**src/rtl/track_sequencer_if.sv**
```systemverilog
// Command/status bundle between the recorder control FSM (master) and the two-track sequencer (slave).
// Commands are single-cycle pulses except read, which is a level held for the whole playback.
interface track_sequencer_if #(
    parameter int ADDR_W = 5,
    parameter int NOTE_W = 8
);
    logic              write;
    logic              read;
    logic              track1;
    logic              track2;
    logic              mixtrack;
    logic              clean;
    logic [NOTE_W-1:0] swTones;
    logic [NOTE_W-1:0] tone_out;
    logic              finish;
    logic              playing;
    logic              erasing;
    logic              full;
    logic [ADDR_W:0]   note_count;

    modport master (
        output write, read, track1, track2, mixtrack, clean, swTones,
        input  tone_out, finish, playing, erasing, full, note_count
    );

    modport slave (
        input  write, read, track1, track2, mixtrack, clean, swTones,
        output tone_out, finish, playing, erasing, full, note_count
    );
endinterface

```
**src/rtl/track_sequencer.sv**
```systemverilog
// Two-track chord store with fixed-tempo playback (single track or OR-mix) and full-memory erase.
// tone_out/finish are registered (1-cycle latency); commands are never stalled, only ignored outside IDLE.
module track_sequencer #(
    parameter int ADDR_W         = 5,
    parameter int NOTE_W         = 8,
    parameter int TICKS_PER_NOTE = 25_000_000
) (
    input  logic             clock,
    input  logic             reset,
    track_sequencer_if.slave bus
);
    localparam int                 DEPTH     = 2 ** ADDR_W;
    localparam int                 TICK_W    = $clog2(TICKS_PER_NOTE);
    localparam logic [ADDR_W:0]    DEPTH_L   = (ADDR_W + 1)'(DEPTH);
    localparam logic [TICK_W-1:0]  TICK_LAST = TICK_W'(TICKS_PER_NOTE - 1);
    localparam logic [ADDR_W-1:0]  ADDR_LAST = {ADDR_W{1'b1}};

    typedef enum logic [1:0] {S_IDLE, S_PLAY, S_ERASE} state_e;
    typedef enum logic [1:0] {SEL_T1, SEL_T2, SEL_MIX} sel_e;

    state_e              state_q, state_d;
    sel_e                sel_q, sel_d;
    logic [ADDR_W:0]     len1_q, len1_d;
    logic [ADDR_W:0]     len2_q, len2_d;
    logic [ADDR_W-1:0]   rd_ptr_q, rd_ptr_d;
    logic [TICK_W-1:0]   tick_q, tick_d;
    logic [ADDR_W-1:0]   addr_q, addr_d;
    logic                armed_q, armed_d;
    logic [NOTE_W-1:0]   tone_q, tone_d;
    logic                finish_q, finish_d;

    logic [NOTE_W-1:0]   mem1_q [DEPTH];
    logic [NOTE_W-1:0]   mem2_q [DEPTH];
    logic                we1, we2;
    logic [ADDR_W-1:0]   wr_addr;
    logic [NOTE_W-1:0]   wr_dat;

    logic [ADDR_W:0]     len_mix, len_sel;
    logic [ADDR_W:0]     ptr_ext;
    logic [NOTE_W-1:0]   note1, note2, note_cur;

    assign len_mix = (len1_q > len2_q) ? len1_q : len2_q;
    assign ptr_ext = {1'b0, rd_ptr_q};

    // Notes beyond a track's length are stale RAM, so they are masked out of the mix.
    assign note1 = (ptr_ext < len1_q) ? mem1_q[rd_ptr_q] : '0;
    assign note2 = (ptr_ext < len2_q) ? mem2_q[rd_ptr_q] : '0;

    always_comb begin
        len_sel  = len_mix;
        note_cur = note1 | note2;
        case (sel_q)
            SEL_T1: begin
                len_sel  = len1_q;
                note_cur = mem1_q[rd_ptr_q];
            end
            SEL_T2: begin
                len_sel  = len2_q;
                note_cur = mem2_q[rd_ptr_q];
            end
            default: ;
        endcase
    end

    always_comb begin
        state_d  = state_q;
        sel_d    = sel_q;
        len1_d   = len1_q;
        len2_d   = len2_q;
        rd_ptr_d = rd_ptr_q;
        tick_d   = tick_q;
        addr_d   = addr_q;
        armed_d  = armed_q | ~bus.read;
        tone_d   = '0;
        finish_d = 1'b0;
        we1      = 1'b0;
        we2      = 1'b0;
        wr_addr  = addr_q;
        wr_dat   = '0;

        case (state_q)
            S_IDLE: begin
                tone_d = bus.swTones;
                if (bus.track1)        sel_d = SEL_T1;
                else if (bus.track2)   sel_d = SEL_T2;
                else if (bus.mixtrack) sel_d = SEL_MIX;

                if (bus.clean) begin
                    state_d = S_ERASE;
                    addr_d  = '0;
                    sel_d   = SEL_T1;
                end else if (bus.read && armed_q) begin
                    state_d  = S_PLAY;
                    rd_ptr_d = '0;
                    tick_d   = '0;
                    armed_d  = 1'b0;
                end else if (bus.write) begin
                    wr_dat = bus.swTones;
                    if (sel_q == SEL_T1 && len1_q != DEPTH_L) begin
                        we1     = 1'b1;
                        wr_addr = len1_q[ADDR_W-1:0];
                        len1_d  = len1_q + 1'b1;
                    end else if (sel_q == SEL_T2 && len2_q != DEPTH_L) begin
                        we2     = 1'b1;
                        wr_addr = len2_q[ADDR_W-1:0];
                        len2_d  = len2_q + 1'b1;
                    end
                end
            end

            S_PLAY: begin
                if (!bus.read) begin
                    state_d = S_IDLE;
                end else if (len_sel == '0) begin
                    finish_d = 1'b1;
                    state_d  = S_IDLE;
                end else begin
                    tone_d = note_cur;
                    if (tick_q == TICK_LAST) begin
                        tick_d = '0;
                        if (ptr_ext == len_sel - 1'b1) begin
                            finish_d = 1'b1;
                            state_d  = S_IDLE;
                        end else begin
                            rd_ptr_d = rd_ptr_q + 1'b1;
                        end
                    end else begin
                        tick_d = tick_q + 1'b1;
                    end
                end
            end

            S_ERASE: begin
                we1     = 1'b1;
                we2     = 1'b1;
                wr_addr = addr_q;
                addr_d  = addr_q + 1'b1;
                if (addr_q == ADDR_LAST) begin
                    len1_d  = '0;
                    len2_d  = '0;
                    state_d = S_IDLE;
                end
            end

            default: state_d = S_IDLE;
        endcase
    end

    always_ff @(posedge clock) begin
        if (reset) begin
            state_q  <= S_IDLE;
            sel_q    <= SEL_T1;
            len1_q   <= '0;
            len2_q   <= '0;
            rd_ptr_q <= '0;
            tick_q   <= '0;
            addr_q   <= '0;
            armed_q  <= 1'b0;
            tone_q   <= '0;
            finish_q <= 1'b0;
        end else begin
            state_q  <= state_d;
            sel_q    <= sel_d;
            len1_q   <= len1_d;
            len2_q   <= len2_d;
            rd_ptr_q <= rd_ptr_d;
            tick_q   <= tick_d;
            addr_q   <= addr_d;
            armed_q  <= armed_d;
            tone_q   <= tone_d;
            finish_q <= finish_d;
        end
    end

    // Note RAM has no reset; the zeroed lengths hide whatever it holds.
    always_ff @(posedge clock) begin
        if (we1 && !reset) mem1_q[wr_addr] <= wr_dat;
        if (we2 && !reset) mem2_q[wr_addr] <= wr_dat;
    end

    assign bus.tone_out   = tone_q;
    assign bus.finish     = finish_q;
    assign bus.playing    = (state_q == S_PLAY);
    assign bus.erasing    = (state_q == S_ERASE);
    assign bus.full       = (sel_q != SEL_MIX) && (len_sel == DEPTH_L);
    assign bus.note_count = len_sel;
endmodule

```
**src/flat_wrapper.sv**
```systemverilog
// flat-port wrapper written by rule: the top's interface ports become plain ports
module track_sequencer_flat 
#(
    parameter int ADDR_W         = 5,
    parameter int NOTE_W         = 8,
    parameter int TICKS_PER_NOTE = 25_000_000
)
  (clock, reset, bus_write, bus_read, bus_track1, bus_track2, bus_mixtrack, bus_clean, bus_swTones, bus_tone_out, bus_finish, bus_playing, bus_erasing, bus_full, bus_note_count);
  track_sequencer_if #(.ADDR_W(ADDR_W), .NOTE_W(NOTE_W)) bus_i ();
  input  logic clock;
  input  logic reset;
  input wire logic [$bits(bus_i.write)-1:0] bus_write;
  input wire logic [$bits(bus_i.read)-1:0] bus_read;
  input wire logic [$bits(bus_i.track1)-1:0] bus_track1;
  input wire logic [$bits(bus_i.track2)-1:0] bus_track2;
  input wire logic [$bits(bus_i.mixtrack)-1:0] bus_mixtrack;
  input wire logic [$bits(bus_i.clean)-1:0] bus_clean;
  input wire logic [$bits(bus_i.swTones)-1:0] bus_swTones;
  output wire logic [$bits(bus_i.tone_out)-1:0] bus_tone_out;
  output wire logic [$bits(bus_i.finish)-1:0] bus_finish;
  output wire logic [$bits(bus_i.playing)-1:0] bus_playing;
  output wire logic [$bits(bus_i.erasing)-1:0] bus_erasing;
  output wire logic [$bits(bus_i.full)-1:0] bus_full;
  output wire logic [$bits(bus_i.note_count)-1:0] bus_note_count;
  assign bus_i.write = bus_write;
  assign bus_i.read = bus_read;
  assign bus_i.track1 = bus_track1;
  assign bus_i.track2 = bus_track2;
  assign bus_i.mixtrack = bus_mixtrack;
  assign bus_i.clean = bus_clean;
  assign bus_i.swTones = bus_swTones;
  assign bus_tone_out = bus_i.tone_out;
  assign bus_finish = bus_i.finish;
  assign bus_playing = bus_i.playing;
  assign bus_erasing = bus_i.erasing;
  assign bus_full = bus_i.full;
  assign bus_note_count = bus_i.note_count;
  track_sequencer #(.ADDR_W(ADDR_W), .NOTE_W(NOTE_W), .TICKS_PER_NOTE(TICKS_PER_NOTE)) u_core (.clock(clock), .reset(reset), .bus(bus_i));
endmodule
```
**config.mk**
```make
export PLATFORM = sky130hd
export DESIGN_NAME = track_sequencer_flat
export DESIGN_NICKNAME = d
export VERILOG_FILES = /design/src/rtl/track_sequencer_if.sv /design/src/rtl/track_sequencer.sv /design/src/flat_wrapper.sv
export SDC_FILE = /design/constraint.sdc
export NUM_CORES = 1
export LEC_CHECK = 0
export ABC_AREA = 1
export BUFFER_PORTS_ARGS = -buffer_cell sky130_fd_sc_hd__clkbuf_2
export CORE_ASPECT_RATIO = 0.6
export CORE_MARGIN = 1
export CORE_UTILIZATION = 25
export DETAILED_ROUTE_END_ITERATION = 16
export PLACE_DENSITY = 0.45
export SLEW_MARGIN = 20
export SYNTH_ARGS = -nofsm -noshare
export SYNTH_HDL_FRONTEND = slang
export SYNTH_SLANG_ARGS = --single-unit
```
**constraint.sdc**
```tcl
create_clock -name clock -period 3.4 [get_ports clock]
set_input_delay 0 -clock clock [delete_from_list [all_inputs] [get_ports clock]]
set_output_delay 0 -clock clock [all_outputs]
set_load 0.02 [all_outputs]
```
==> flow_summary.ini, run 1 <==
[status]
outcome = finished clean

[setup_path]
endpoint_kind = flip-flop
arrival_ns = 3.86
crit_path_start_kind = flip-flop
crit_path_max_fanout = 128
crit_type = reg2reg
required_ns = 3.96

[pwr]
power.switching_mw = 4.25
p_seq_share_pct = 49.0
p_per_area_nw_per_um2 = 548
leakage_nw = 9.64
p_int_mw = 11.7
power_frac_clock_pct = 38.5
peakVddDrop_mv = 0.336
power_frac_comb_pct = 12.5
p_sw_share_pct = 26.6

[sta]
worst_pin_slew_ns = 1.03
setup-tns-final_ns = 0
rsz0062_at_grt = no
maxSlewHeadroom_pct = 30.9
period_share_pct = 97.0
report.final.hold_viol_count = 0
finalClockSkew_ns = 0.0247
min_period_ns = 3.30
setup_viol = 0
maxSlewViolCount = 0
max_freq_ghz = 0.303

[yosys]
synth_compound_area_share_pct = 12.9
syn-num-nets = 2123
syn_inst = 2084
synth.top_cell.area_share_pct = 62.7
netlist_area_sq_um = 24500
synth_edf_count = 512
synthSimpleGateAreaFrac_pct = 13.6
synth.largest_area_cell = edfxtp_1
synth.area.top_cells = edfxtp_1 63%, o21ai_0 5.6%, nor2_1 5.5%, dfxtp_1 5.4%, o221ai_1 4.0%
syn_area_per_cell_sq_um = 11.8
synthAdderAreaFrac_pct = 1.17
yosysMostFrequentCell = edfxtp_1
synth_xor_area_share_pct = 0.449
synth_seq_cells = 578
yosysUniqueCellTypes = 52
yosysWarnings = 0
async_reset_ff_share_pct = 0
yosysSeqAreaShare_pct = 68.1
synth_top_family_by_area = simple AND/OR/NAND/NOR gates
synth_common_cells = 512 x edfxtp_1, 360 x nor2_1, 273 x o21ai_0
synth_top_flop_cell = edfxtp_1
muxShareOfSynthArea_pct = 0

[clock_tree]
clkSinkCount = 578
tritoncts = yes
path_clk_slew_ns = 0.07
ctsRootBufferMaster = clkbuf_16
cts_buffers = 54
clk_latency_ns = 0.62
cts_max_level = 2
cts_max_path_buffers = 3

[global_route]
grt_pass1_wl_mm = 111
grt_max_degree = 129
grt_pass1_vias = 16400
antenna_found_initial = 1
grt_usage_pct = 14.9
grt_overflow = 0

[final_layout]
final_nets = 2248
post-route-util_pct = 30.2
fin_area_sq_um = 29100
n_fill_cell = 9758
diodes = 0
syn_to_final_growth_pct = 18.9
drive_above_1_share_pct = 15.5

[detailed_routing]
antenna_left = 0
drt-wirelength-per-cell_um = 21.1
totalWireLength_mm = 74.9
vias = 17400
drt_iter0_drc = 1916
drc = 0
drtPass1Iterations = 6
viasPerCell = 4.89

[floorplanning]
die_x_um = 406
initial_utilization_pct = 25.4
rows = 88
die_area_sq_um = 99300
fp.coreArea_sq_um = 96600
die_h_um = 245
io-pin-count = 34

[placement]
gp_congestion = 0.899
port_buffers = 33
place_hpwl_mm = 46.1
placed_cell_area_sq_um = 27000

[min_path]
hold_path_class = in2reg

[run]
maxCapViolCount = 0
[through the flow]
stage	setup slack (ns)	hold slack, ns	cells	power [mW]
after floorplan	0.389	0.0691	2084	9.11
after global placement	0.110	0.233	3428	9.89
after detailed placement	0.129	0.245	3428	9.89
after CTS	0.0690	0.192	3552	16.0
after global routing	0.000137	0.231	3557	16.5
final	0.103	0.228	3557	16.0
[critical path, cell delays in order, from the launching register on]
cell	delay, ns
dfxtp_4	0.36
buf_12	0.33
o21ai_0	0.23
o221ai_1	0.60
nand3_1	0.13
nand3_1	0.12
nand2_1	0.05
o22ai_1	0.31
a22oi_1	0.11
nor2_1	0.11
dlygate4sd3_1	0.55
[cells in the final DEF (no fill, tap or decap), drive strengths merged, types with 3 or more instances in the layout]
cell type,count
buf,136
nand4,13
a22oi,9
xor2,8
nor2,370
nor3,78
dfxtp,66
o22ai,25
ha,23
clkbuf,97
a31oi,4
o211ai,19
clkinv,23
a21oi,40
nor3b,5
nor4,3
nand2,138
o221ai,113
o21ai,288
bufinv,6
edfxtp,512
clkinvlp,7
inv,107
dlygate4sd3,25
nand3,124
[power groups by stage]
stage | Clock, mW | Sequential (mW) | Combinational (mW)
after global placement | 0 | 7.98 | 1.91
after floorplan | 0 | 7.97 | 1.14
after CTS | 6.27 | 7.82 | 1.94
final | 6.14 | 7.82 | 1.99
after detailed placement | 0 | 7.98 | 1.91
after global routing | 6.54 | 7.83 | 2.16
[registers in the layout, summed over array words and instances, names as in the netlist, named ones only]
| name | cells |
|---|---|
| u_core.addr_q | 5 |
| u_core.armed_q | 1 |
| u_core.bus.finish | 1 |
| u_core.bus.tone_out | 8 |
| u_core.len1_q | 6 |
| u_core.len2_q | 6 |
| u_core.mem1_q | 256 |
| u_core.mem2_q | 256 |
| u_core.rd_ptr_q | 5 |
| u_core.sel_q | 2 |
| u_core.state_q | 2 |
| u_core.tick_q | 25 |
[kinds of logic after synthesis]
group / Yosys count
XOR/XNOR: 11
adder cells (fa/ha/maj): 23
AND/OR/NAND/NOR: 732
AO/OA/AOI/OAI: 507
buffers and inverters: 233
flip-flops: 578
[final timing paths]
| kind | from | endpoint | slack, ns | depth (start not counted) |
|---|---|---|---|---|
| max | flip-flop | u_core.bus.tone_out[4] | 0.10 | 10 |
| min | bus_mixtrack | u_core.sel_q[1] | 0.23 | 4 |
| max reg2reg | flip-flop | u_core.bus.tone_out[4] | 0.10 | 10 |
| min reg2reg | u_core.tick_q[4] | u_core.tick_q[4] | 0.48 | 1 |
[per-layer routing]
| layer | routed length [um] | global-route usage, % | vias up |
|---|---|---|---|
| li1 | - | - | 7949 |
| met5 | 0 | 0 | - |
| met4 | 1030 | 2.43 | 0 |
| met2 | 29500 | 19.9 | 665 |
| met1 | 38500 | 24.5 | 8706 |
| met3 | 5810 | 2.71 | 78 |
[final cells by class]
class | count | area (sq um) | area share, %
clock buffers | 64 | 1390 | 4.77
clock inverters | 35 | 357 | 1.22
inverters | 108 | 430 | 1.48
multi-input cells | 1273 | 6970 | 23.9
flip-flops and latches | 578 | 16700 | 57.4
well taps | 1305 | 1630 | 5.61
repair buffers | 194 | 1640 | 5.63
[timing repair]
action,4_1_cts,5_1_grt
hold buffers,25,0
hold endpoints to repair,51,0
gates resized for setup,0,9
setup endpoints to repair,0,248
buffers inserted,0,5
Power figures use the tool's default switching activity.
==> run 2, diff against run 1 <==
Settings changed: PLACE_DENSITY 0.45 to 0.44.
==> flow_summary.ini, run 2 (synthesis gave the netlist of run 1 again) <==
[status]
outcome = finished clean

[sta]
rsz0062_at_grt = no
maxSlewHeadroom_pct = 45.6
max_freq_ghz = 0.314
hold_ws_ns = 0.238
fin_ws_ns = 0.215
min_period_ns = 3.19
setup_viol = 0
finalClockSkew_ns = 0.0279
worst_pin_slew_ns = 0.814
maxSlewViolCount = 0
setup-tns-final_ns = 0
report.final.hold_viol_count = 0
period_share_pct = 93.7

[setup_path]
path_cells = inv_1, ha_1, nand2_1, nor2_2, nand2_1, nand3_2, nand2_4, nand2_8, nand2_1, nand2_2, ha_4, nand2_2, nor2_4, a31oi_1, buf_4, a22oi_1, nor2_1, dlygate4sd3_1
cpPeakStageDelay_ns = 0.57
arrival_ns = 3.71
path_common_cell = nand2_1
crit_path_max_fanout = 9
required_ns = 3.92
endpoint_kind = flip-flop
crit_type = reg2reg
crit_path_start_kind = flip-flop
slowest_stage = dlygate4sd3_1

[clock_tree]
cts_max_path_buffers = 3
ctsRootBufferMaster = clkbuf_16
clk_latency_ns = 0.63
cts_max_level = 2
tritoncts = yes
cts_buffers = 56
clkSinkCount = 578
path_clk_slew_ns = 0.07

[final_layout]
final_common_cell = edfxtp_1
fin_area_sq_um = 29200
diodes = 0
n_fill_cell = 9803
stdcell_count = 3571
layout_common_cells = 512 x edfxtp_1, 349 x nor2_1, 273 x o21ai_0
drive_above_1_share_pct = 16.1
syn_to_final_growth_pct = 19.3
largest_registers = u_core.mem1_q: 256 flops, u_core.mem2_q: 256 flops, u_core.tick_q: 25 flops
final_nets = 2258

[run]
maxCapViolCount = 0

[detailed_routing]
top_layer = met4
viasPerCell = 4.83
drt_iter0_drc = 2062
antenna_left = 0
totalWireLength_mm = 75.3
drt-met1-wl_mm = 38.8
met2_length_mm = 29.9
vias = 17300
drc = 0
drt-wirelength-per-cell_um = 21.1
dr_wl_met3_mm = 5.53
drtPass1Iterations = 6

[pwr]
p_int_mw = 11.8
leakage_nw = 9.72
power_frac_clock_pct = 39.1
peakVddDrop_mv = 0.351
power.switching_mw = 4.30
p_per_area_nw_per_um2 = 550
p_seq_share_pct = 48.6
power_frac_comb_pct = 12.4
p_sw_share_pct = 26.7

[floorplanning]
die_h_um = 245
rows = 88
die_x_um = 406
initial_utilization_pct = 25.4
die_area_sq_um = 99300
io-pin-count = 34
fp.coreArea_sq_um = 96600

[global_route]
grt_overflow = 0
grt_pass1_vias = 16600
grt_pass1_wl_mm = 112
grt_usage_pct = 15.0
grt_max_degree = 97
antenna_found_initial = 0

[placement]
place_ws_ns = 0.160
placed_cell_area_sq_um = 27200
port_buffers = 33
dp.cells = 3442
place_hpwl_mm = 47.4
gp_congestion = 0.874

[min_path]
hold_path_class = in2reg
[run 2: area by class of cell]
type	instances	area, sq um	share of cell area [%]
repair buffers	202	1680	5.75
clock buffers	73	1480	5.05
well taps	1305	1630	5.58
inverters	108	415	1.42
clock inverters	32	322	1.10
flip-flops and latches	578	16700	57.1
multi-input cells	1273	7010	24.0
[run 2: worst paths after layout]
kind | startpoint | endpoint | slack, ns | depth (start not counted)
setup reg to reg | u_core.len2_q[5] | u_core.bus.tone_out[3] | 0.21 | 18
hold reg to reg | u_core.tick_q[0] | u_core.tick_q[0] | 0.49 | 1
hold / removal | bus_read | u_core.bus.finish | 0.24 | 4
setup / recovery | u_core.len2_q[5] | u_core.bus.tone_out[3] | 0.21 | 18
[run 2: critical path: cells and delay by family, from the launching register on]
family / cells / cell delay (ns)
flops: 1 / 0.37
simple gates: 11 / 1.09
buf+inv: 3 / 0.86
fa+ha+maj: 2 / 0.48
compound gates: 2 / 0.25
[run 2: per-stage QoR]
step	utilization (%)	power (mW)
6_report	30.3	16.1
5_1_grt	30.3	16.7
4_1_cts	30.2	16.2
3_5_place_dp	28.1	9.90
3_3_place_gp	28.1	9.89
2_1_floorplan	-	9.11
[run 2: power by group through the flow]
stage	clock, mW	combinational (mW)	sequential, mW
after detailed placement	0	1.92	7.97
after floorplan	0	1.14	7.97
after CTS	6.42	1.96	7.82
after global placement	0	1.91	7.97
after global routing	6.70	2.15	7.83
final	6.29	1.99	7.82
[run 2: what timing repair did]
item,in CTS,in global routing
endpoints found under the setup margin,0,36
hold endpoints to repair,60,0
buffers inserted,0,0
resized for setup,0,11
hold buffers,24,0
[run 2: metal layers]
layer | global-route usage [%] | vias up
li1 | - | 7962
met3 | 3.00 | 84
met5 | 0 | -
met1 | 24.2 | 8641
met4 | 2.59 | 0
met2 | 20.2 | 566
